[src/rtl/load_store_unit.sv]
// ---------------------------------------------------------------------------
// load_store_unit
//
// Moves single-word stores and 1..4 beat burst loads between a core-side
// request/response handshake and a simple data memory with asynchronous read.
// Only one operation is in flight at a time. New requests are taken only in
// IDLE, and nothing is queued.
//
// Ports
//   clk, rst         single clock; asynchronous active-high reset
//   req_valid/ready  request handshake (ready only in IDLE)
//   req_we           1 = store, 0 = load
//   req_addr         start address
//   req_wdata        store data
//   req_len          load beats minus one (ignored for stores)
//   resp_valid/ready load beat handshake
//   resp_rdata       load beat data, held stable while stalled
//   mem_write_en     one-cycle write strobe to the data memory
//   mem_addr         current address register
//   mem_write_data   latched store data
//   mem_read_data    asynchronous read data from the data memory
// ---------------------------------------------------------------------------
module load_store_unit #(
    parameter int ADDR_W = 4,
    parameter int DATA_W = 8
) (
    input  logic              clk,
    input  logic              rst,
    input  logic              req_valid,
    output logic              req_ready,
    input  logic              req_we,
    input  logic [ADDR_W-1:0] req_addr,
    input  logic [DATA_W-1:0] req_wdata,
    input  logic [1:0]        req_len,
    output logic              resp_valid,
    input  logic              resp_ready,
    output logic [DATA_W-1:0] resp_rdata,
    output logic              mem_write_en,
    output logic [ADDR_W-1:0] mem_addr,
    output logic [DATA_W-1:0] mem_write_data,
    input  logic [DATA_W-1:0] mem_read_data
);

    typedef enum logic [1:0] {
        IDLE  = 2'd0,
        WRITE = 2'd1,
        READ  = 2'd2,
        RESP  = 2'd3
    } state_t;

    localparam logic [ADDR_W-1:0] ADDR_ONE = {{(ADDR_W-1){1'b0}}, 1'b1};

    state_t            state_q,   state_d;
    logic [ADDR_W-1:0] curAddr_q, curAddr_d;
    logic [DATA_W-1:0] wdata_q,   wdata_d;
    logic              we_q,      we_d;
    logic [1:0]        beatCnt_q, beatCnt_d;
    logic [DATA_W-1:0] rdata_q,   rdata_d;

    // State and datapath registers. Reset is asynchronous so an operation in
    // progress is abandoned the moment rst rises, without waiting for a clock.
    always_ff @(posedge clk or posedge rst) begin
        if (rst) begin
            state_q   <= IDLE;
            curAddr_q <= '0;
            wdata_q   <= '0;
            we_q      <= 1'b0;
            beatCnt_q <= 2'd0;
            rdata_q   <= '0;
        end else begin
            state_q   <= state_d;
            curAddr_q <= curAddr_d;
            wdata_q   <= wdata_d;
            we_q      <= we_d;
            beatCnt_q <= beatCnt_d;
            rdata_q   <= rdata_d;
        end
    end

    // Next-state logic. Every register holds by default. IDLE latches the
    // whole request. READ samples the memory on its way out, so a beat is
    // presented in RESP one cycle later. Each RESP handshake either finishes
    // the burst or steps the address and the beat counter.
    always_comb begin
        state_d   = state_q;
        curAddr_d = curAddr_q;
        wdata_d   = wdata_q;
        we_d      = we_q;
        beatCnt_d = beatCnt_q;
        rdata_d   = rdata_q;

        unique case (state_q)
            IDLE: begin
                if (req_valid) begin
                    curAddr_d = req_addr;
                    wdata_d   = req_wdata;
                    we_d      = req_we;
                    beatCnt_d = req_len;
                    state_d   = req_we ? WRITE : READ;
                end
            end
            WRITE: begin
                state_d = IDLE;
            end
            READ: begin
                rdata_d = mem_read_data;
                state_d = RESP;
            end
            RESP: begin
                if (resp_ready) begin
                    if (beatCnt_q == 2'd0) begin
                        state_d = IDLE;
                    end else begin
                        beatCnt_d = beatCnt_q - 2'd1;
                        curAddr_d = curAddr_q + ADDR_ONE;
                        state_d   = READ;
                    end
                end
            end
            default: state_d = IDLE;
        endcase
    end

    // Outputs decode directly from the state and the registers. The write
    // strobe is also qualified by the latched direction, so a load can never
    // reach the memory write port.
    always_comb begin
        req_ready      = (state_q == IDLE);
        resp_valid     = (state_q == RESP);
        mem_write_en   = (state_q == WRITE) && we_q;
        mem_addr       = curAddr_q;
        mem_write_data = wdata_q;
        resp_rdata     = rdata_q;
    end

endmodule

[config.mk]
export PLATFORM = sky130hd
export DESIGN_NAME = load_store_unit
export DESIGN_NICKNAME = d
export VERILOG_FILES = /design/src/rtl/load_store_unit.sv
export SDC_FILE = /design/constraint.sdc
export NUM_CORES = 1
export LEC_CHECK = 0
export ABC_AREA = 1
export BUFFER_PORTS_ARGS = -buffer_cell sky130_fd_sc_hd__buf_2
export CAP_MARGIN = 20
export CORE_MARGIN = 10
export CORE_UTILIZATION = 50
export DETAILED_ROUTE_END_ITERATION = 10
export PLACE_DENSITY = 0.83
export SLEW_MARGIN = 40
export SYNTH_ARGS = -nofsm -noshare
export SYNTH_HDL_FRONTEND = slang
export SYNTH_SLANG_ARGS = --single-unit
[constraint.sdc]
create_clock -name clk -period 1.93 [get_ports clk]
set_input_delay 0.579 -clock clk [delete_from_list [all_inputs] [get_ports clk]]
set_output_delay 0.579 -clock clk [all_outputs]
set_load 0.005 [all_outputs]
# After elaboration in Yosys (flattened, before gate mapping)

Cells that the tools add are included.

Add/sub/neg operators: 2
$mul: 0
Div/mod/pow operators: 0
$lt $le $gt $ge: 0
Equality and inequality tests: 6
Shifts and indexed selects: 0
Mux-type cells: 13
Bitwise operators: 0
Reductions and logical operators: 7

Operator list:

| cell                | number |
|---|---|
| $mux 2              | 7 |
| $mux 4              | 3 |
| $pmux 2 s4          | 1 |
| $pmux 4 s2          | 1 |
| $add 4x1->4 const B | 1 |
| $eq 2x2->1 const B  | 2 |
| $logic_not 2->1     | 2 |
| $ne 2x2->1 const B  | 2 |
| $pmux 2 s2          | 1 |
| $reduce_and 2->1    | 2 |
| $reduce_and 4->1    | 1 |
| $eq 2x1->1 const B  | 1 |
| $ne 2x1->1 const B  | 1 |
| $reduce_bool 2->1   | 1 |
| $sub 2x1->2 const B | 1 |
| $logic_and 1x1->1   | 1 |

Flip-flop bits (word level): 25
Bits in latches: 0
RAM bits: 0
Memory bits (read-only): 0
Input port bits: 27
Logic and storage cells: 34
Memories kept: 0

# Longest topological paths before layout

Depth in word-level cells: 4
Gate-level depth with buffers: 8
Gate-level depth less buffers: 8

# Worst setup path after synthesis

Ideal clock, no wire load.

Path kind: reg2out
Start: reg state_q[0]
End: out req_ready
Arrival time: 0.780 ns
Required time: 1.351 ns
Slack: 0.571 ns
Cell stages (with the launch flop): 3
Buffers on the path: 1
Cells stage by stage: dfrtp_1 > nor2_4 > buf_2

Word-level cells in the longest chain between the ends: 1

RTL lines:

| what                   | line | RTL |
|---|---|---|
| start, declared        | 53   | `state_t state_q, state_d;` |
| start signal, assigned | 71   | `state_q <= state_d;` |
| $logic_not 2->1        | 128  | `req_ready = (state_q == IDLE);` |
| end, declared          | 30   | `output logic req_ready,` |

No other way between the ends.

# Final worst setup path

Start: reg state_q[1]
End: out resp_valid

Word-level cells in the longest chain between the ends: 1

RTL lines:

| what          | line | RTL |
|---|---|---|
| $eq 2x2->1    | 129  | `resp_valid = (state_q == RESP);` |
| end, declared | 35   | `output logic resp_valid,` |

No other way between the ends.

==> flow_summary.yaml <==
logic_synthesis:
  yosysWarnings: 0
  ys_seq_elements: 25
  synthCells: 128
  syn_area_sq_um: 1170
  synth_fp_nets: 157
  syn_area_per_cell_sq_um: 9.16
  seq_area_frac_synth_pct: 53.4
  synth_cell_types: 21
drt:
  vias: 1036
  drt_first_pass_iters: 6
  ant_nets: 0
  wl_per_cell_microns: 14.0
  via_per_inst: 4.98
  wirelength_microns: 2910
  drt_iter0_markers: 57
  drc: 0
place:
  globalplace.congestion: 0.796
  dp_cells: 204
  dpl.hpwl_microns: 2390
  post-place-ws_ps: 450
  io_buffers: 49
job:
  cap_violations: 0
clocking:
  postCtsSetupRepairBufs: 0
  clk_pin_slew_ps: 130
  clkLatencyLatePin_ps: 320
  numCtsBuffers: 3
  cts_tree: "done"
  ctsHtreeMaxLevel: 1
  cts_buffer_depth: 2
  clkSinkCount: 25
  cts_root_buf: "clkbuf_4"
power_and_ir_drop:
  power.switching_uw: 983
  powerDensity_nw_per_um2: 1600
  power_leakage_nw: 0.825
  p_comb_share_pct: 48.9
  seq_power_share_pct: 41.2
  switching_share_pct: 41.4
  power_frac_clock_pct: 9.9
  vdd.ir_drop.worst_v: 0.00101
  p_int_mw: 1.39
cells_and_area:
  fin_cells: 208
  nFillCells: 211
  multiInputGateArea_sq_um: 483
  final_cell_mix: "buf_2 (49), nand2_1 (45), dfrtp_1 (23), nand3_1 (16), inv_1 (9)"
  diodes: 0
  layout_commonest_cell: "buf_2"
  area.growth.synth_to_final_pct: 26.3
  seq_area_sq_um: 628
  drive_gt1_share_pct: 41.1
  final_nets: 210
critical_path:
  worst_setup_path_start_kind: "flop"
  critPathMaxStageDelay_ps: 480
  crit_fanout: 11
  path_class: "flop to primary output"
  crit_buf_inv: 2
  crit_slowest_cell: "dfrtp_2"
  endpoint_kind: "primary output"
  crit_chain: "nand2_2 -> inv_4 -> buf_2"
  cp.arrival_ps: 1200
  path_delay_family: "flip-flops"
  crit_required_ps: 1350
global_routing:
  grt_max_degree: 26
  grt_pass1_wl_microns: 4770
  grt_pass1_vias: 1141
  grt_antenna_before_repair: 0
  grt-ovfl-total: 0
  grt_usage_pct: 13.3
sta:
  setup_viol: 0
  slew_headroom_pct: 79.6
  finalHoldViolCount: 0
  min_period_ps: 1780
  finalMaxSlewViolations: 0
  max_freq_mhz: 561
  worst_slew_pin_slew_ps: 306
  grt_setup_unrepaired: "no"
  fin_skew_ps: 2.48
  min_period_over_period_pct: 92.3
  setup_tns_ps: 0
  fin_ws_ps: 149
outcome:
  status: "complete, no violations"
die:
  dieArea_sq_um: 4680
  ios: 50
  placementRows: 17
  die_y_microns: 68.4
  core_area_sq_um: 2230
  chipWidth_microns: 68.4
  start_util_pct: 52.5
worst_hold_path:
  hold_class: "primary input to async pin"
[worst min-delay path, cell delays in order]
cell and delay [ps]:
buf_2 90, inv_1 40, buf_4 290
[routing by layer]
metal	vias to the layer above	wire, microns	track usage (%)
met5	-	0	0
met4	0	0	6.28
met3	0	316	6.04
met2	37	1600	24.0
met1	486	999	12.5
li1	513	-	-
[area by class of cell]
class | instances | share of cell area [%]
multi-input combinational | 89 | 32.6
tap | 28 | 2.37
timing repair buffer | 51 | 17.6
inverter | 11 | 2.96
sequential | 25 | 42.4
clock inverter | 1 | 0.507
clock buffer | 3 | 1.52
[flip-flops by register name, indices dropped and copies added, names as in the netlist]
register and flops:
mem_write_data 8, resp_rdata 8, mem_addr 4, beatCnt_q 2
state_q 2, we_q 1
[cell families (layout without fill, tap and decap cells)]
kind of cell / Yosys count / after routing / share of synthesized area, %
flops: 25 / 25 / 53.4
buf+inv: 14 / 66 / 5.44
compound gates: 8 / 8 / 3.41
simple gates: 71 / 71 / 28.0
mux: 8 / 8 / 7.68
fa+ha+maj: 2 / 2 / 2.13
[cells in the mapped netlist (all sizes together)]
| cell type | count | area [sq um] |
|---|---|---|
| dfrtp | 25 | 626 |
| clkbuf | 1 | 3.75 |
| nand3 | 16 | 80.1 |
| o21ai | 7 | 35.0 |
| inv | 11 | 43.8 |
| or2 | 1 | 6.26 |
| ha | 2 | 25.0 |
| a21oi | 1 | 5.00 |
| buf | 2 | 16.3 |
| nand4 | 1 | 6.26 |
| nor2 | 5 | 47.5 |
| mux2 | 8 | 90.1 |
| nand2 | 48 | 188 |
[metrics by stage]
stage / hold slack [ps] / util, % / total power [mW] / instance area [sq um]
after CTS: 277 / 66.2 / 2.41 / 1480
final: 274 / 66.3 / 2.37 / 1480
after detailed placement: 458 / 64.8 / 2.16 / 1450
after floorplan: 442 / - / 1.72 / 1170
after global placement: 452 / 64.8 / 2.08 / 1450
after global routing: 293 / 66.3 / 2.62 / 1480
[worst paths after layout]
check	startpoint	to	slack, ps	cells past startpoint
max in group asynchronous	rst	state_q[0]	1400	3
max reg2reg	state_q[0]	mem_addr[3]	610	8
min reg2reg	mem_write_data[0]	mem_write_data[0]	480	2
min in group clk	mem_read_data[5]	resp_rdata[5]	480	2
max	state_q[1]	resp_valid	150	3
min	rst	resp_rdata[4]	270	3
[timing repair]
action	4_1_cts	5_1_grt
resized for setup	0	2
hold buffers	0	0
setup endpoints to repair	0	1
[power groups by stage]
stage                     Clock, mW  Sequential (mW)  Combinational, mW
after detailed placement          0            0.984               1.18
final                         0.234            0.977               1.16
after global routing          0.270             1.02               1.33
after floorplan                   0            0.984              0.739
after CTS                     0.247            0.974               1.19
after global placement            0            0.964               1.12
No activity file was read; power rests on OpenSTA's default activity.
